==> config.mk <==
export PLATFORM = sky130hd
export DESIGN_NAME = mips_instr_encoder
export DESIGN_NICKNAME = d
export VERILOG_FILES = /design/src/rtl/mips_isa_pkg.sv /design/src/rtl/mips_enc_pack.sv /design/src/rtl/mips_instr_encoder.sv
export SDC_FILE = /design/constraint.sdc
export NUM_CORES = 1
export LEC_CHECK = 0
export CORE_ASPECT_RATIO = 0.6
export CORE_MARGIN = 2
export CORE_UTILIZATION = 50
export DETAILED_ROUTE_END_ITERATION = 16
export HOLD_SLACK_MARGIN = 0.15
export PLACE_DENSITY = 0.79
export SETUP_SLACK_MARGIN = 0.05
export SKIP_LAST_GASP = 1
export SYNTH_ARGS = -nofsm -noshare
export SYNTH_HDL_FRONTEND = slang
export SYNTH_SLANG_ARGS = --single-unit
==> constraint.sdc <==
create_clock -name clk -period 5.1 [get_ports clk]
set_input_delay 0.51 -clock clk [delete_from_list [all_inputs] [get_ports clk]]
set_output_delay 0.51 -clock clk [all_outputs]
set_load 0.1 [all_outputs]
==> src/rtl/mips_isa_pkg.sv <==
// mips_isa_pkg: opcode/func encodings, instruction IDs and format helpers
// shared by the mini-MIPS encoder. The encodings match the ones the control
// decoder consumes.
package mips_isa_pkg;

  // Primary opcodes
  localparam logic [5:0] OP_RTYPE = 6'b000000;
  localparam logic [5:0] OP_BLTZ  = 6'b000001;
  localparam logic [5:0] OP_J     = 6'b000010;
  localparam logic [5:0] OP_JAL   = 6'b000011;
  localparam logic [5:0] OP_BEQ   = 6'b000100;
  localparam logic [5:0] OP_BNE   = 6'b000101;
  localparam logic [5:0] OP_ADDI  = 6'b001000;
  localparam logic [5:0] OP_SLTI  = 6'b001010;
  localparam logic [5:0] OP_ANDI  = 6'b001100;
  localparam logic [5:0] OP_ORI   = 6'b001101;
  localparam logic [5:0] OP_XORI  = 6'b001110;
  localparam logic [5:0] OP_LUI   = 6'b001111;
  localparam logic [5:0] OP_LW    = 6'b100011;
  localparam logic [5:0] OP_SW    = 6'b101011;

  // R-type function codes
  localparam logic [5:0] FN_JR      = 6'b001000;
  localparam logic [5:0] FN_SYSCALL = 6'b001100;
  localparam logic [5:0] FN_ADD     = 6'b100000;
  localparam logic [5:0] FN_SUB     = 6'b100010;
  localparam logic [5:0] FN_AND     = 6'b100100;
  localparam logic [5:0] FN_OR      = 6'b100101;
  localparam logic [5:0] FN_XOR     = 6'b100110;
  localparam logic [5:0] FN_NOR     = 6'b100111;
  localparam logic [5:0] FN_SLT     = 6'b101010;

  localparam int unsigned ID_LAST = 21;

  typedef enum logic [4:0] {
    ID_LUI     = 5'd0,
    ID_ADD     = 5'd1,
    ID_SUB     = 5'd2,
    ID_SLT     = 5'd3,
    ID_ADDI    = 5'd4,
    ID_SLTI    = 5'd5,
    ID_AND     = 5'd6,
    ID_OR      = 5'd7,
    ID_XOR     = 5'd8,
    ID_NOR     = 5'd9,
    ID_ANDI    = 5'd10,
    ID_ORI     = 5'd11,
    ID_XORI    = 5'd12,
    ID_LW      = 5'd13,
    ID_SW      = 5'd14,
    ID_J       = 5'd15,
    ID_JR      = 5'd16,
    ID_BLTZ    = 5'd17,
    ID_BEQ     = 5'd18,
    ID_BNE     = 5'd19,
    ID_JAL     = 5'd20,
    ID_SYSCALL = 5'd21
  } instr_id_t;

  // Word layouts
  typedef enum logic [1:0] {
    FMT_R = 2'd0,
    FMT_I = 2'd1,
    FMT_J = 2'd2
  } fmt_t;

  // True for instructions that write a general register through rd or rt.
  // JAL is left out: its destination is hard-wired to $31.
  function automatic logic is_reg_write(input instr_id_t id);
    case (id)
      ID_ADD, ID_SUB, ID_SLT, ID_AND, ID_OR, ID_XOR, ID_NOR,
      ID_LUI, ID_ADDI, ID_SLTI, ID_ANDI, ID_ORI, ID_XORI, ID_LW:
        is_reg_write = 1'b1;
      default:
        is_reg_write = 1'b0;
    endcase
  endfunction

  // True when the destination register is carried in rd (R-type writers);
  // otherwise it is carried in rt.
  function automatic logic dest_is_rd(input instr_id_t id);
    case (id)
      ID_ADD, ID_SUB, ID_SLT, ID_AND, ID_OR, ID_XOR, ID_NOR:
        dest_is_rd = 1'b1;
      default:
        dest_is_rd = 1'b0;
    endcase
  endfunction

endpackage

==> src/rtl/mips_enc_pack.sv <==
// mips_enc_pack: combinational field packer. Turns an instruction ID plus
// operand fields into a 32-bit word; id_valid drops for unknown IDs.
// Optional build macro MIPS_ENC_ZEROREG_CHK_EN also rejects register writers
// whose destination is $0.
module mips_enc_pack
  import mips_isa_pkg::*;
(
  input  logic [4:0]  id,
  input  logic [4:0]  rs,
  input  logic [4:0]  rt,
  input  logic [4:0]  rd,
  input  logic [25:0] imm,
  output logic [31:0] instr,
  output logic        id_valid
);

  instr_id_t  id_e;
  fmt_t       fmt;
  logic [5:0] op;
  logic [5:0] func;
  logic [4:0] rs_f;
  logic [4:0] rt_f;
  logic [4:0] rd_f;

  assign id_e = instr_id_t'(id);

  // Select format, opcode/func and zero the fields each instruction ignores
  always_comb begin
    fmt      = FMT_R;
    op       = OP_RTYPE;
    func     = 6'b000000;
    rs_f     = rs;
    rt_f     = rt;
    rd_f     = rd;
    id_valid = 1'b1;
    instr    = 32'h0;

    case (id_e)
      ID_LUI:     begin fmt = FMT_I; op = OP_LUI; rs_f = 5'd0; end
      ID_ADD:     func = FN_ADD;
      ID_SUB:     func = FN_SUB;
      ID_SLT:     func = FN_SLT;
      ID_AND:     func = FN_AND;
      ID_OR:      func = FN_OR;
      ID_XOR:     func = FN_XOR;
      ID_NOR:     func = FN_NOR;
      ID_ADDI:    begin fmt = FMT_I; op = OP_ADDI; end
      ID_SLTI:    begin fmt = FMT_I; op = OP_SLTI; end
      ID_ANDI:    begin fmt = FMT_I; op = OP_ANDI; end
      ID_ORI:     begin fmt = FMT_I; op = OP_ORI;  end
      ID_XORI:    begin fmt = FMT_I; op = OP_XORI; end
      ID_LW:      begin fmt = FMT_I; op = OP_LW;   end
      ID_SW:      begin fmt = FMT_I; op = OP_SW;   end
      ID_BEQ:     begin fmt = FMT_I; op = OP_BEQ;  end
      ID_BNE:     begin fmt = FMT_I; op = OP_BNE;  end
      ID_BLTZ:    begin fmt = FMT_I; op = OP_BLTZ; rt_f = 5'd0; end
      ID_J:       begin fmt = FMT_J; op = OP_J;    end
      ID_JAL:     begin fmt = FMT_J; op = OP_JAL;  end
      ID_JR:      begin func = FN_JR; rt_f = 5'd0; rd_f = 5'd0; end
      ID_SYSCALL: begin func = FN_SYSCALL; rs_f = 5'd0; rt_f = 5'd0; rd_f = 5'd0; end
      default:    id_valid = 1'b0;
    endcase

`ifdef MIPS_ENC_ZEROREG_CHK_EN
    if (id_valid && is_reg_write(id_e)) begin
      if (dest_is_rd(id_e) ? (rd == 5'd0) : (rt == 5'd0)) begin
        id_valid = 1'b0;
      end
    end
`endif

    case (fmt)
      FMT_R:   instr = {op, rs_f, rt_f, rd_f, 5'b00000, func};
      FMT_I:   instr = {op, rs_f, rt_f, imm[15:0]};
      default: instr = {op, imm};
    endcase

    if (!id_valid) begin
      instr = 32'h0;
    end
  end

endmodule

==> src/rtl/mips_instr_encoder.sv <==
// mips_instr_encoder: valid/ready front end around mips_enc_pack with a
// DEPTH-entry output FIFO, issued-word counter and error flags.
// Optional build macro MIPS_ENC_ZEROREG_CHK_EN (handled in mips_enc_pack).
module mips_instr_encoder
  import mips_isa_pkg::*;
#(
  parameter int DEPTH = 2,
  parameter int CNT_W = 16
) (
  input  logic             clk,
  input  logic             rst_n,
  input  logic             in_valid,
  output logic             in_ready,
  input  logic [4:0]       in_id,
  input  logic [4:0]       in_rs,
  input  logic [4:0]       in_rt,
  input  logic [4:0]       in_rd,
  input  logic [25:0]      in_imm,
  output logic             out_valid,
  input  logic             out_ready,
  output logic [31:0]      out_instr,
  output logic [CNT_W-1:0] issued_cnt,
  output logic             err_pulse,
  output logic             err_sticky
);

  localparam int AW = $clog2(DEPTH);

  logic [31:0]      instr_p0;
  logic             id_valid_p0;
  logic             push_hs;
  logic             wr_en;
  logic             pop_hs;
  logic             full;
  logic             empty;
  logic [AW:0]      wptr;
  logic [AW:0]      rptr;
  logic [31:0]      mem [DEPTH];
  logic             err_p1;

  mips_enc_pack u_pack (
    .id       (in_id),
    .rs       (in_rs),
    .rt       (in_rt),
    .rd       (in_rd),
    .imm      (in_imm),
    .instr    (instr_p0),
    .id_valid (id_valid_p0)
  );

  // Pointer compare: equal index with differing wrap bit means full
  assign empty     = (wptr == rptr);
  assign full      = (wptr[AW] != rptr[AW]) && (wptr[AW-1:0] == rptr[AW-1:0]);
  assign in_ready  = !full;
  assign out_valid = !empty;
  assign out_instr = empty ? 32'h0 : mem[rptr[AW-1:0]];

  assign push_hs = in_valid && in_ready;
  assign wr_en   = push_hs && id_valid_p0;
  assign pop_hs  = out_valid && out_ready;

  // ---- stage p0 -> p1: FIFO storage (data only, no reset) ----
  // Write the packed word into the slot addressed by the write pointer
  always_ff @(posedge clk) begin
    if (wr_en) begin
      mem[wptr[AW-1:0]] <= instr_p0;
    end
  end

  // Advance FIFO pointers on accepted writes and output handshakes
  always_ff @(posedge clk or negedge rst_n) begin
    if (!rst_n) begin
      wptr <= '0;
      rptr <= '0;
    end else begin
      if (wr_en) begin
        wptr <= wptr + {{AW{1'b0}}, 1'b1};
      end
      if (pop_hs) begin
        rptr <= rptr + {{AW{1'b0}}, 1'b1};
      end
    end
  end

  // Count words handed to the consumer; wraps naturally at 2^CNT_W
  always_ff @(posedge clk or negedge rst_n) begin
    if (!rst_n) begin
      issued_cnt <= '0;
    end else if (pop_hs) begin
      issued_cnt <= issued_cnt + {{(CNT_W-1){1'b0}}, 1'b1};
    end
  end

  // Flag a consumed request whose ID could not be encoded
  always_ff @(posedge clk or negedge rst_n) begin
    if (!rst_n) begin
      err_p1     <= 1'b0;
      err_sticky <= 1'b0;
    end else begin
      err_p1 <= push_hs && !id_valid_p0;
      if (push_hs && !id_valid_p0) begin
        err_sticky <= 1'b1;
      end
    end
  end

  assign err_pulse = err_p1;

endmodule
==> results.cfg, run 1 <==
[setup_path]
crit_type = flip-flop to primary output
crit_path_cell_trace = xnor2_1 > and2_2 > nor2_1 > clkdlybuf4s50_1
slowest_delay_ns = 1.01
critPathCaptureType = primary output
path_buf_inv = 1
cp.arrival_ns = 3.04
critical_path.top_delay_family = buffers and inverters
path_max_fanout = 34
worstPathRequired_ns = 4.59
slowest_stage = clkdlybuf4s50_1
cp-start-kind = flip-flop

[timing]
max_slew.worst_pin.slew_ns = 1.039
hold_violations = 0
final.setup.worst_slack_ns = 1.554
fmax_mhz = 282.0
final.setup_skew_ns = 0.007449
relSlewSlack = 0.3054
min_period_over_period = 0.6953
rsz0062_at_grt = false
period_needed_ns = 3.546
setup_viol = 0
drv_slew = 0
final.setup.tns_ns = 0

[grt]
grt_pass1_wl_um = 14280
first_global_vias = 2840
grt_max_degree = 35
grt_antenna_before_repair = 0
grt-ovfl-total = 0
grtUsageTotal = 0.2120

[place]
gp_congestion = 0.8519
port-buffer-count = 100
dp.cells = 532
pre_cts_ws_ns = 1.896
dpl.hpwl_um = 6289
dpl_cell_area_sq_mm = 0.005170

[yosys]
synth_compound_area_frac = 0.09676
synth_top_family_by_area = simple AND/OR/NAND/NOR gates
yosys.area_share.adder = 0.003024
ys_warn_count = 0
synthTopCellsByArea = edfxtp_1 45%, dfrtp_1 13%, mux2i_1 8.0%
ys_top_cells_by_count = 62 x edfxtp_1, 56 x nor2_1, 33 x mux2i_1
ys_types = 52
ys_ff_latch = 84
syn_inst = 347
synth-xor-area-share = 0.05473
synth.largest_area_cell = edfxtp_1
synth_nets = 398
synth_most_common_cell = edfxtp_1
synth_ff_type = edfxtp_1
synth_top_area_frac = 0.4500
syn-cell-area_sq_mm = 0.004138
synth_edf_count = 62
avgSynthCellArea_sq_um = 11.92
async_reset_ff_frac = 0.2619
synth_simple_gate_area_frac = 0.1448
ys_seq_area_frac = 0.5830
synthMuxAreaShare = 0.08346

[cts]
cts.reportedPaths.clkPinSlew_ns = 0.06
cts_tree = built
root_buffer = clkbuf_16
postCtsHoldBufs = 0
cts_setup_buffers = 0
numCtsBuffers = 9
cts-htree-levels = 3
cts_resized = 0
cts.path.max_buffers = 2
clkSinkCount = 84
insertion_delay_ns = 0.34

[route]
drtIter0Drc = 240
vias_per_cell = 5.589
wl_per_cell_um = 17.11
drc = 0
drt_pass1_iterations = 6
wl_um = 9378
dr_total_vias = 3063
detail-route-antenna-nets = 0

[finish]
fin_area_sq_mm = 0.005470
fin_nets = 486
area_growth_pct = 32.20
final_cells = 548
antennaDiodeCount = 0
drive_gt1_frac = 0.06136

[floorplan]
core_area_sq_mm = 0.007945
rows = 25
die_y_um = 74.47
start_util = 0.5208
die-area_sq_mm = 0.009043
die_w_um = 121.4
ios = 102

[status]
outcome = completed

[min_path]
hp-class = flip-flop to flip-flop

[job]
cap_violations = 0
[layer usage]
| layer | up-vias | wire length [um] | GRT usage |
|---|---|---|---|
| met5 | - | 0 | 0 |
| met1 | 1491 | 4310 | 0.3024 |
| met3 | 12 | 716 | 0.06212 |
| met2 | 122 | 4220 | 0.3190 |
| met4 | 0 | 130 | 0.06513 |
| li1 | 1438 | - | - |
[path summary, 6_finish.rpt]
check                            endpoint  slack (ns)        from  depth (start not counted)
max in group asynchronous         rptr[0]        3.68       rst_n                          1
min reg2reg                    err_sticky        0.47  err_sticky                          1
min in group asynchronous  issued_cnt[13]        0.74       rst_n                          1
max                         out_instr[27]        1.55     rptr[1]                          4
max reg2reg                     mem[0][7]        2.66     wptr[0]                          4
min                            err_sticky        0.47  err_sticky                          1
[state kept, by name (all words and copies together), names as in the netlist]
signal / flops
err_pulse: 1
err_sticky: 1
issued_cnt: 16
mem: 62
rptr: 2
wptr: 2
[kinds of logic after synthesis]
family | count (synthesis)
other cells | 1
xor+xnor | 25
buf+inv | 27
flops | 84
compound gates | 52
mux | 34
fa+ha+maj | 1
simple gates | 123
[layout by cell type (no fill, tap or decap), types with 3 or more instances in the layout]
cell             Yosys  routed
a22oi_1              7       7
nor2b_1              3       3
o2bb2ai_1            3       3
and2_1              10      10
nor3_1               4       4
nor2_1              56      55
xnor2_1             17      17
dfrtp_1             22      21
edfxtp_1            62      62
nand4_1              9       9
and3_1               5       5
xor2_1               7       7
clkdlybuf4s50_1      0     100
nand2_1             14      14
a21o_1               6       6
clkbuf_16            0       9
nand3_1              8       8
a32oi_1              5       5
o21a_1               4       4
a22o_1               5       5
mux2i_1             33      33
o21ai_0              6       6
a21oi_1              6       6
[stage by stage]
stage / utilization / hold slack (ns)
2_1_floorplan: - / 0.2144
3_3_place_gp: 0.6507 / 0.4621
3_5_place_dp: 0.6507 / 0.4639
4_1_cts: 0.6885 / 0.4821
5_1_grt: 0.6885 / 0.5146
6_report: 0.6885 / 0.4716
[layout make-up]
cell class	instances	area, sq um
timing repair buffer	102	1016
inverter	2	10.01
clock inverter	6	71.32
multi-input combinational	236	1595
fill	606	2475
tap	108	135.1
clock buffer	10	229.0
sequential	84	2414
Power of run 1 is left out: the tool's default activity adds up to more than one toggle a clock period on the data nets, which glitch-free logic cannot reach.
==> inputs of run 2 (changes only) <==
Settings changed: CORE_UTILIZATION 50 to 45, PLACE_DENSITY 0.79 to 0.75.
Clock period 5.1 ns to 3.2 ns, I/O delays scaled along.
==> results.cfg, run 2 (synthesized netlist as in run 1, its figures left out) <==
[grt]
grt_pass1_wl_um = 15240
grt-ovfl-total = 0
first_global_vias = 3050
grt_max_degree = 35
grt_antenna_before_repair = 0
grtUsageTotal = 0.1961

[setup_path]
path_max_fanout = 34
crit_path_cell_trace = xnor2_1 > and2_2 > nor2_1 > buf_4
path_buf_inv = 1
cp.arrival_ns = 2.28
cp-start-kind = flip-flop
startpoint = rptr[1]
timing.rr.start = wptr[0]
slowest_delay_ns = 0.72
worstPathRequired_ns = 2.88
critPathCaptureType = primary output
critical_path.top_delay_family = simple AND/OR/NAND/NOR gates
slowest_stage = and2_2
crit_type = flip-flop to primary output

[timing]
final.setup.tns_ns = 0
max_slew.worst_pin.slew_ns = 1.044
min_period_over_period = 0.8140
period_needed_ns = 2.605
final.setup_skew_ns = 0.007244
setup_viol = 0
rsz0062_at_grt = false
drv_slew = 0
fmax_mhz = 383.9
relSlewSlack = 0.3021
hold_violations = 0

[route]
drc = 0
dr_total_vias = 3010
drt_pass1_iterations = 4
wl_um = 9440
detail-route-antenna-nets = 0
drtIter0Drc = 255
wl_per_cell_um = 16.77
vias_per_cell = 5.346

[floorplan]
rows = 27
die_y_um = 78.28
start_util = 0.4570
die-area_sq_mm = 0.01000
ios = 102
core_area_sq_mm = 0.009054
die_w_um = 127.8

[finish]
final_common_cell = clkdlybuf4s50_1
layout_common_cells = 67 x clkdlybuf4s50_1, 62 x edfxtp_1, 55 x nor2_1
largest_reg_flops = 62
multiInputGateArea_sq_mm = 0.001595
seqCellArea_sq_mm = 0.002414
drive_gt1_frac = 0.1477
nFillCells = 725
antennaDiodeCount = 0
area_growth_pct = 32.42
fin_nets = 493

[cts]
root_buffer = clkbuf_16
cts_tree = built
cts_resized = 0
insertion_delay_ns = 0.33
cts.reportedPaths.clkPinSlew_ns = 0.06
cts-htree-levels = 3
postCtsHoldBufs = 0
cts_setup_buffers = 0
numCtsBuffers = 9
cts.path.max_buffers = 2
clkSinkCount = 84

[min_path]
hp-class = flip-flop to flip-flop
hold_start = err_sticky

[place]
port-buffer-count = 100
dpl.hpwl_um = 6615
gp_congestion = 0.9063

[job]
cap_violations = 0

[status]
outcome = completed
-- run 2: changes by cell type in the layout (fill, tap and decap cells not counted), sizes merged --
| cell | previous run | this run |
|---|---|---|
| buf | 2 | 42 |
| bufinv | 1 | 2 |
| clkbuf | 10 | 11 |
| clkdlybuf4s50 | 100 | 67 |
| clkinv | 1 | 0 |
| inv | 4 | 3 |
-- run 2: cell type report --
cell class,instances,area share
flip-flops and latches,84,0.4405
multi-input cells,236,0.2912
repair buffers,109,0.1822
clock buffers,11,0.04248
well taps,116,0.02649
clock inverters,5,0.01530
inverters,2,0.001827
-- run 2: worst paths after layout --
path / endpoint / slack, ns / cells after the start
worst max register to register: mem[1][22] / 0.93 / 3
max in group asynchronous: rptr[0] / 1.93 / 1
worst max-delay path: out_instr[28] / 0.60 / 4
worst min-delay path: err_sticky / 0.48 / 1
min in group asynchronous: issued_cnt[6] / 0.56 / 1
worst min register to register: err_sticky / 0.48 / 1
-- run 2: worst reg2reg max path, cell delays in order (launching register included) --
cell      delay [ns]
dfrtp_1         0.46
xnor2_2         0.23
a21boi_0        0.40
and3_2          0.79
-- run 2: stage by stage --
| stage | hold WS, ns | instance area [sq um] | worst slack [ns] | std cells | util |
|---|---|---|---|---|---|
| finish | 0.4764 | 5479 | 0.5951 | 563 | 0.6052 |
| detailed placement | 0.4663 | 5162 | 0.3895 | 547 | 0.5702 |
| floorplan | 0.02441 | 4138 | 0.3486 | 347 | - |
| global route | 0.5088 | 5479 | 0.4598 | 563 | 0.6052 |
| CTS | 0.4798 | 5479 | 0.5501 | 563 | 0.6052 |
| global placement | 0.4411 | 5162 | 0.5391 | 547 | 0.5702 |
-- run 2: metal layers --
layer / track usage / routed length [um]
met5: 0 / 0
met4: 0.04835 / 62
met3: 0.04294 / 559
met2: 0.3123 / 4519
met1: 0.2759 / 4299
Power of run 2 is left out for the same reason.
